### src/rtl/controle_multiciclo_pkg.sv
// Shared state codes, opcodes and datapath select encodings for the multicycle MIPS control unit.
package controle_pkg;

    localparam int unsigned OP_W = 6;

    typedef enum logic [5:0] {
        RESET        = 6'd0,
        BUSCA        = 6'd1,
        BUSCA_ESPERA = 6'd2,
        BUSCA_IR     = 6'd3,
        DECODE       = 6'd4,
        MEM_ENDERECO = 6'd5,
        LW_LEITURA   = 6'd6,
        LW_ESPERA    = 6'd7,
        LW_MDR       = 6'd8,
        LW_ESCRITA   = 6'd9,
        SW_ESCRITA   = 6'd10,
        R_EXEC       = 6'd11,
        R_ESCRITA    = 6'd12,
        ADDI_EXEC    = 6'd13,
        ADDI_ESCRITA = 6'd14,
        BEQ          = 6'd15,
        BNE          = 6'd16,
        JUMP         = 6'd17,
        INVALIDO     = 6'd18
    } estado_t;

    localparam logic [OP_W-1:0] OP_R    = 6'h00;
    localparam logic [OP_W-1:0] OP_LW   = 6'h23;
    localparam logic [OP_W-1:0] OP_SW   = 6'h2B;
    localparam logic [OP_W-1:0] OP_BEQ  = 6'h04;
    localparam logic [OP_W-1:0] OP_BNE  = 6'h05;
    localparam logic [OP_W-1:0] OP_J    = 6'h02;
    localparam logic [OP_W-1:0] OP_ADDI = 6'h08;

    localparam logic [2:0] ALU_ADD   = 3'b000;
    localparam logic [2:0] ALU_SUB   = 3'b001;
    localparam logic [2:0] ALU_FUNCT = 3'b010;

    localparam logic [1:0] B_REG      = 2'b00;
    localparam logic [1:0] B_QUATRO   = 2'b01;
    localparam logic [1:0] B_IMM      = 2'b10;
    localparam logic [1:0] B_IMM_SHL2 = 2'b11;

    localparam logic [1:0] PC_ALU    = 2'b00;
    localparam logic [1:0] PC_ALUOUT = 2'b01;
    localparam logic [1:0] PC_JUMP   = 2'b10;

    localparam logic [1:0] MR_ALUOUT = 2'b00;
    localparam logic [1:0] MR_MDR    = 2'b01;

endpackage

### src/rtl/controle_multiciclo.sv
// Moore multicycle control unit: sequences fetch/decode/execute/writeback and drives every datapath control line.
module controle_multiciclo
    import controle_pkg::*;
#(
    parameter int unsigned LARGURA_ESTADO = 6
) (
    input  logic                      clock,
    input  logic                      reset,
    input  logic [5:0]                OPcode,
    input  logic [5:0]                funct,
    input  logic                      zero,
    output logic                      EscreveMem,
    output logic                      EscrevePC,
    output logic                      EscrevePCCond,
    output logic                      BranchNe,
    output logic [1:0]                OrigPC,
    output logic                      RegDst,
    output logic                      EscreveReg,
    output logic [1:0]                MemparaReg,
    output logic                      IouD,
    output logic                      EscreveIR,
    output logic                      EscreveMDR,
    output logic                      EscreveAluOut,
    output logic                      OrigAALU,
    output logic [1:0]                OrigBALU,
    output logic [2:0]                OpALU,
    output logic [LARGURA_ESTADO-1:0] State,
    output logic                      Trap
);

    estado_t estado_q, estado_d;

    always_ff @(posedge clock or negedge reset) begin
        if (!reset) estado_q <= RESET;
        else        estado_q <= estado_d;
    end

    assign State = LARGURA_ESTADO'(estado_q);

    always_comb begin
        estado_d      = RESET;
        EscreveMem    = 1'b0;
        EscrevePC     = 1'b0;
        EscrevePCCond = 1'b0;
        BranchNe      = 1'b0;
        OrigPC        = PC_ALU;
        RegDst        = 1'b0;
        EscreveReg    = 1'b0;
        MemparaReg    = MR_ALUOUT;
        IouD          = 1'b0;
        EscreveIR     = 1'b0;
        EscreveMDR    = 1'b0;
        EscreveAluOut = 1'b0;
        OrigAALU      = 1'b0;
        OrigBALU      = B_REG;
        OpALU         = ALU_ADD;
        Trap          = 1'b0;

        case (estado_q)
            RESET: estado_d = BUSCA;
            BUSCA: begin
                OrigBALU = B_QUATRO;
                estado_d = BUSCA_ESPERA;
            end
            BUSCA_ESPERA: begin
                OrigBALU = B_QUATRO;
                estado_d = BUSCA_IR;
            end
            BUSCA_IR: begin
                OrigBALU  = B_QUATRO;
                EscreveIR = 1'b1;
                EscrevePC = 1'b1;
                estado_d  = DECODE;
            end
            DECODE: begin
                // Branch target is computed speculatively here for BEQ/BNE
                OrigBALU      = B_IMM_SHL2;
                EscreveAluOut = 1'b1;
                case (OPcode)
                    OP_R:         estado_d = R_EXEC;
                    OP_LW, OP_SW: estado_d = MEM_ENDERECO;
                    OP_BEQ:       estado_d = BEQ;
                    OP_BNE:       estado_d = BNE;
                    OP_J:         estado_d = JUMP;
                    OP_ADDI:      estado_d = ADDI_EXEC;
                    default:      estado_d = INVALIDO;
                endcase
            end
            MEM_ENDERECO: begin
                OrigAALU      = 1'b1;
                OrigBALU      = B_IMM;
                EscreveAluOut = 1'b1;
                estado_d      = (OPcode == OP_LW) ? LW_LEITURA : SW_ESCRITA;
            end
            LW_LEITURA: begin
                IouD     = 1'b1;
                estado_d = LW_ESPERA;
            end
            LW_ESPERA: begin
                IouD     = 1'b1;
                estado_d = LW_MDR;
            end
            LW_MDR: begin
                IouD       = 1'b1;
                EscreveMDR = 1'b1;
                estado_d   = LW_ESCRITA;
            end
            LW_ESCRITA: begin
                MemparaReg = MR_MDR;
                EscreveReg = 1'b1;
                estado_d   = BUSCA;
            end
            SW_ESCRITA: begin
                IouD       = 1'b1;
                EscreveMem = 1'b1;
                estado_d   = BUSCA;
            end
            R_EXEC: begin
                OrigAALU      = 1'b1;
                OpALU         = ALU_FUNCT;
                EscreveAluOut = 1'b1;
                estado_d      = R_ESCRITA;
            end
            R_ESCRITA: begin
                RegDst     = 1'b1;
                EscreveReg = 1'b1;
                estado_d   = BUSCA;
            end
            ADDI_EXEC: begin
                OrigAALU      = 1'b1;
                OrigBALU      = B_IMM;
                EscreveAluOut = 1'b1;
                estado_d      = ADDI_ESCRITA;
            end
            ADDI_ESCRITA: begin
                EscreveReg = 1'b1;
                estado_d   = BUSCA;
            end
            BEQ, BNE: begin
                OrigAALU      = 1'b1;
                OpALU         = ALU_SUB;
                EscrevePCCond = 1'b1;
                BranchNe      = (estado_q == BNE);
                OrigPC        = PC_ALUOUT;
                estado_d      = BUSCA;
            end
            JUMP: begin
                EscrevePC = 1'b1;
                OrigPC    = PC_JUMP;
                estado_d  = BUSCA;
            end
            INVALIDO: begin
                Trap     = 1'b1;
                estado_d = INVALIDO;
            end
            default: estado_d = RESET;
        endcase
    end

    // zero and funct are consumed downstream; only their validity is checked here
    a_zero_known: assert property (@(posedge clock) disable iff (!reset)
        EscrevePCCond |-> !$isunknown(zero));
    a_funct_known: assert property (@(posedge clock) disable iff (!reset)
        (estado_q == R_EXEC) |-> !$isunknown(funct));

endmodule

### config.mk
export PLATFORM = sky130hd
export DESIGN_NAME = controle_multiciclo
export DESIGN_NICKNAME = d
export VERILOG_FILES = /design/src/rtl/controle_multiciclo_pkg.sv /design/src/rtl/controle_multiciclo.sv
export SDC_FILE = /design/constraint.sdc
export NUM_CORES = 1
export LEC_CHECK = 0
export ABC_AREA = 1
export CORE_MARGIN = 2
export CORE_UTILIZATION = 30
export CTS_BUF_LIST = sky130_fd_sc_hd__clkbuf_8
export DETAILED_ROUTE_END_ITERATION = 12
export PLACE_DENSITY = 0.65
export SYNTH_ARGS = -nofsm -noshare
export SYNTH_HDL_FRONTEND = slang
export SYNTH_SLANG_ARGS = --single-unit
### constraint.sdc
create_clock -name clock -period 3.42 [get_ports clock]
set_input_delay 0.684 -clock clock [delete_from_list [all_inputs] [get_ports clock]]
set_output_delay 0.684 -clock clock [all_outputs]
set_load 0.005 [all_outputs]
==> Yosys cells after proc, flatten, opt, wreduce, memory -nomap -nowiden <==
Cells that the tools add are included.
{ "totals": {"ff_bits": 6, "input_bits": 15, "output_inout_bits": 27, "wordCells": 56} }
{ "classes": {"eq_ne": 24, "n_mux": 19, "n_reduce_logical": 12} }
{ "ops": {"columns": ["op", "count"], "rows": [
  ["5-bit one-hot mux with 12 select lines", 1],
  ["6-bit by 4-bit equality test with 1-bit output (second input constant)", 9],
  ["6-bit by 3-bit equality test with 1-bit output (second input constant)", 6],
  ["5-bit one-hot mux with 6 select lines", 1],
  ["6-bit by 2-bit equality test with 1-bit output (second input constant)", 3],
  ["6-bit by 5-bit equality test with 1-bit output (second input constant)", 3],
  ["1-bit two-way mux", 13],
  ["6-bit equality test (second input constant)", 2],
  ["6-bit logical NOT", 2],
  ["2-bit one-hot mux with 2 select lines", 2],
  ["2-bit OR reduction", 4],
  ["4-bit OR reduction", 2],
  ["8-bit OR reduction", 1],
  ["6-bit by 1-bit equality test with 1-bit output (second input constant)", 1],
  ["2-bit one-hot mux with 3 select lines", 1],
  ["3-bit OR reduction", 2],
  ["5-bit OR reduction", 1],
  ["4-bit two-way mux", 1]
]} }

==> Longest topological paths before layout <==
{ "logic_depth": {"word_depth": 4, "ltp_mapped": 9, "depth_no_buf": 8} }

==> Worst setup path after synthesis <==
OpenSTA, ideal clock, no wires.
{ "synth_timing": {"path_kind": "register to output", "start": "register estado_q[2] (netlist: State[2])", "end": "output OrigBALU[0]", "t_arrival_ps": 1065, "required_ps": 2736, "slack_ps": 1671, "stages_incl_launch_ff": 6, "path_buffers": 0, "cell_sequence": "dfrtp_1 nor2_2 inv_1 nor2_1 nor2_1 nand2_1"} }
{ "synth_between": {"elab_chain_cells": 3, "word_cells_on_any_way": 9, "classes_between": "eq/ne (6); mux (1); reduce/logical (2)"} }
{ "synth_lines": {"columns": ["element", "line", "text"], "rows": [
  ["start: declaration", "controle_multiciclo.sv:31", "estado_t estado_q, estado_d;"],
  ["start signal: assignment", "controle_multiciclo.sv:35", "else estado_q <= estado_d;"],
  ["6-bit by 2-bit equality test with 1-bit output, or another cell as far along", "controle_multiciclo.sv:59", "case (estado_q)"],
  ["3-bit OR reduction (no line) or 2-bit OR reduction (tied branches)", null, null],
  ["2-bit one-hot mux with 3 select lines (*)", "controle_multiciclo.sv:59", null],
  ["end: declaration", "controle_multiciclo.sv:25", "output logic [1:0] OrigBALU,"]
]} }
Mark *: on every way between the ends. The rest lies on a longest branch, timed or not.

==> Worst setup path in the final report <==
{ "layout_timing": {"start": "register estado_q[1] (netlist: State[1])", "end": "output OrigAALU"} }
{ "layout_between": {"elab_chain_cells": 3, "word_cells_on_any_way": 7, "classes_between": "eq/ne (5); mux (1); reduce/logical (1)"} }
{ "layout_lines": {"columns": ["element", "line", "text"], "rows": [
  ["6-bit by 5-bit equality test with 1-bit output, or another cell as far along", "controle_multiciclo.sv:59", null],
  ["5-bit OR reduction (no line) (*)", null, null],
  ["1-bit two-way mux (*)", "controle_multiciclo.sv:59", null],
  ["end: declaration", "controle_multiciclo.sv:24", "output logic OrigAALU,"]
]} }
Marked as above.

==> impl_metrics.ini <==
[global_route]
grt.total_usage_pct = 14.2
gr-total-overflow = 0
antenna_found_initial = 0
grt_first_pass_wirelength_mm = 3.02
grt_start_max_net_pins = 11
grt_pass1_vias = 749

[route]
top_layer_used = met4
routed_wl_mm = 1.90
drc = 0
drtIter0Drc = 9
ant_nets = 0
wl_met3_um = 137
drt_first_pass_iters = 4
viasPerCell = 4.46
wl_met2_um = 927
met1Wirelength_um = 797
via_count = 869
drt-wirelength-per-cell_um = 9.75

[worst_setup_path]
crit_arrival_ns = 2.03
critPathLaunchType = flop
cp.required_ns = 2.74
end_kind = output port
cp_max_fo = 10
path_class = flop to output port

[logic_synthesis]
syn_inst = 132
avgSynthCellArea_um2 = 5.64
ys_seq_area_share_pct = 16.8
ys_warn_count = 0
synth_area_um2 = 744
ys_ff_latch = 5
synth.distinct_cells = 23

[clock_network]
clockBufferDepth = 2
root_buffer = clkbuf_8
insertion_delay_ns = 0.22
clkSlewWorstSetupHoldPaths_ns = 0.04
ctsHoldBuffers = 0
cts_made_buffers = 3
cts_resized = 0
cts_sinks = 5
cts_tree = built
post_cts_buffers = 0
h-tree-depth = 1

[sta]
fin_setup_tns_ns = 0
hold_violations = 0
tightest_slew_ns = 0.556
maxSlewHeadroom_pct = 62.9
final.period_utilization_pct = 79.4
setup_viol = 0
rsz0062_at_grt = false
skew_ns = 0.00278
fmax_mhz = 368
fin_crit_ns = 2.71
maxSlewViolCount = 0

[run_status]
status = complete, no violations

[final_layout]
n_antenna_cell = 0
layout-drive-gt1-share_pct = 13.3
instances_no_fill = 195
fill_cells = 263
most-common-layout-cells = 36 x nand2_1, 31 x clkdlybuf4s50_1, 24 x inv_1
final_common_cell = nand2_1
largest_reg_flops = 5
nNetsFinal = 181
area.growth.synth_to_final_pct = 49.2

[placement]
routabilityCongestion = 0.851
hpwl_mm = 1.59
dp.cells = 191
portBuffers = 31

[power]
p_sw_mw = 0.372
cell_internal_pwr_mw = 0.418
pwr-share-seq_pct = 19.7
combPwrFrac_pct = 66.8
p_leak_nw = 0.589
power.clock.fraction_pct = 13.5
powerDensity_nw_per_um2 = 711
peakVddDrop_mv = 0.334
swShare_pct = 47.1

[floorplanning]
dieWidth_um = 53.8
start_util_pct = 30.9
num_rows = 18
num_io_pins = 42
die_area_um2 = 2900
die_h_um = 53.8
core_area_um2 = 2410

[worst_hold_path]
min_path_type = input port to async pin

[job]
max_cap_violations = 0
==> power by group through the flow <==
| stage | clock [mW] | sequential (mW) | combinational (mW) |
|---|---|---|---|
| after floorplan | 0 | 0.128 | 0.329 |
| after global placement | 0 | 0.156 | 0.528 |
| after detailed placement | 0 | 0.157 | 0.527 |
| after CTS | 0.108 | 0.156 | 0.529 |
| after global routing | 0.114 | 0.161 | 0.592 |
| final | 0.106 | 0.155 | 0.528 |
==> per-stage QoR <==
| stage | worst slack [ns] | utilization (%) | hold slack [ns] | cell area (um^2) | power [mW] |
|---|---|---|---|---|---|
| after floorplan | 1.67 | - | 0.388 | 752 | 0.458 |
| after global placement | 0.993 | 44.2 | 0.777 | 1070 | 0.683 |
| after detailed placement | 0.936 | 44.2 | 0.763 | 1070 | 0.684 |
| after CTS | 0.700 | 46.1 | 0.686 | 1110 | 0.793 |
| after global routing | 0.555 | 46.1 | 0.696 | 1110 | 0.866 |
| final | 0.706 | 46.1 | 0.681 | 1110 | 0.790 |
==> synthesized netlist by cell type, drive strengths merged <==
master   instances  area, um^2
a21oi            2        13.8
buf              4        33.8
conb             1        3.75
dfrtp            5         125
inv             30         118
nand2           37         141
nand3           13        82.6
nand4            5        31.3
nor2            26         146
nor3             1        5.00
o2111ai          1        8.76
o21ai            7        35.0
==> final cells by class <==
type | instances | area, um^2 | share of cell area, %
Clock buffer | 3 | 41.3 | 3.72
Tap cell | 30 | 37.5 | 3.38
Timing Repair Buffer | 31 | 310 | 27.9
Sequential cell | 5 | 125 | 11.3
Clock inverter | 1 | 3.75 | 0.338
Multi-Input combinational cell | 95 | 475 | 42.8
Inverter | 30 | 118 | 10.6
==> logic make-up (layout without fill, tap and decap cells) <==
group           count (synthesis)  after routing  synth area share (%)
compound gates                 10             10                  7.73
buf+inv                        34             65                  20.3
flops                           5              5                  16.8
other cells                     1              3                 0.504
simple gates                   82             82                  54.6
==> worst max-delay path, cell delays in order, from the launching register on <==
cell and delay, ns:
dfrtp_1 0.68, nand3_2 0.20, nor2_1 0.21, a21oi_2 0.08, o2111ai_1 0.09, clkdlybuf4s50_1 0.54
==> metal layers <==
| layer | vias up | global-route usage [%] |
|---|---|---|
| met4 | 0 | 5.98 |
| met3 | 4 | 0.833 |
| met2 | 40 | 25.8 |
| li1 | 461 | - |
| met5 | - | 0 |
| met1 | 364 | 16.9 |
==> path summary, 6_finish.rpt <==
path,startpoint,end,slack (ns),depth (start not counted)
min in group clock,State[3]$_DFF_PN0_,State[4]$_DFF_PN0_,0.77,3
max reg2reg,State[1]$_DFF_PN0_,State[1]$_DFF_PN0_,1.97,8
max in group asynchronous,reset,State[4]$_DFF_PN0_,2.55,1
min reg2reg,State[3]$_DFF_PN0_,State[4]$_DFF_PN0_,0.77,3
max,State[1]$_DFF_PN0_,OrigAALU,0.71,5
min,reset,State[0]$_DFF_PN0_,0.68,1
(Power assumes the default switching activity.)
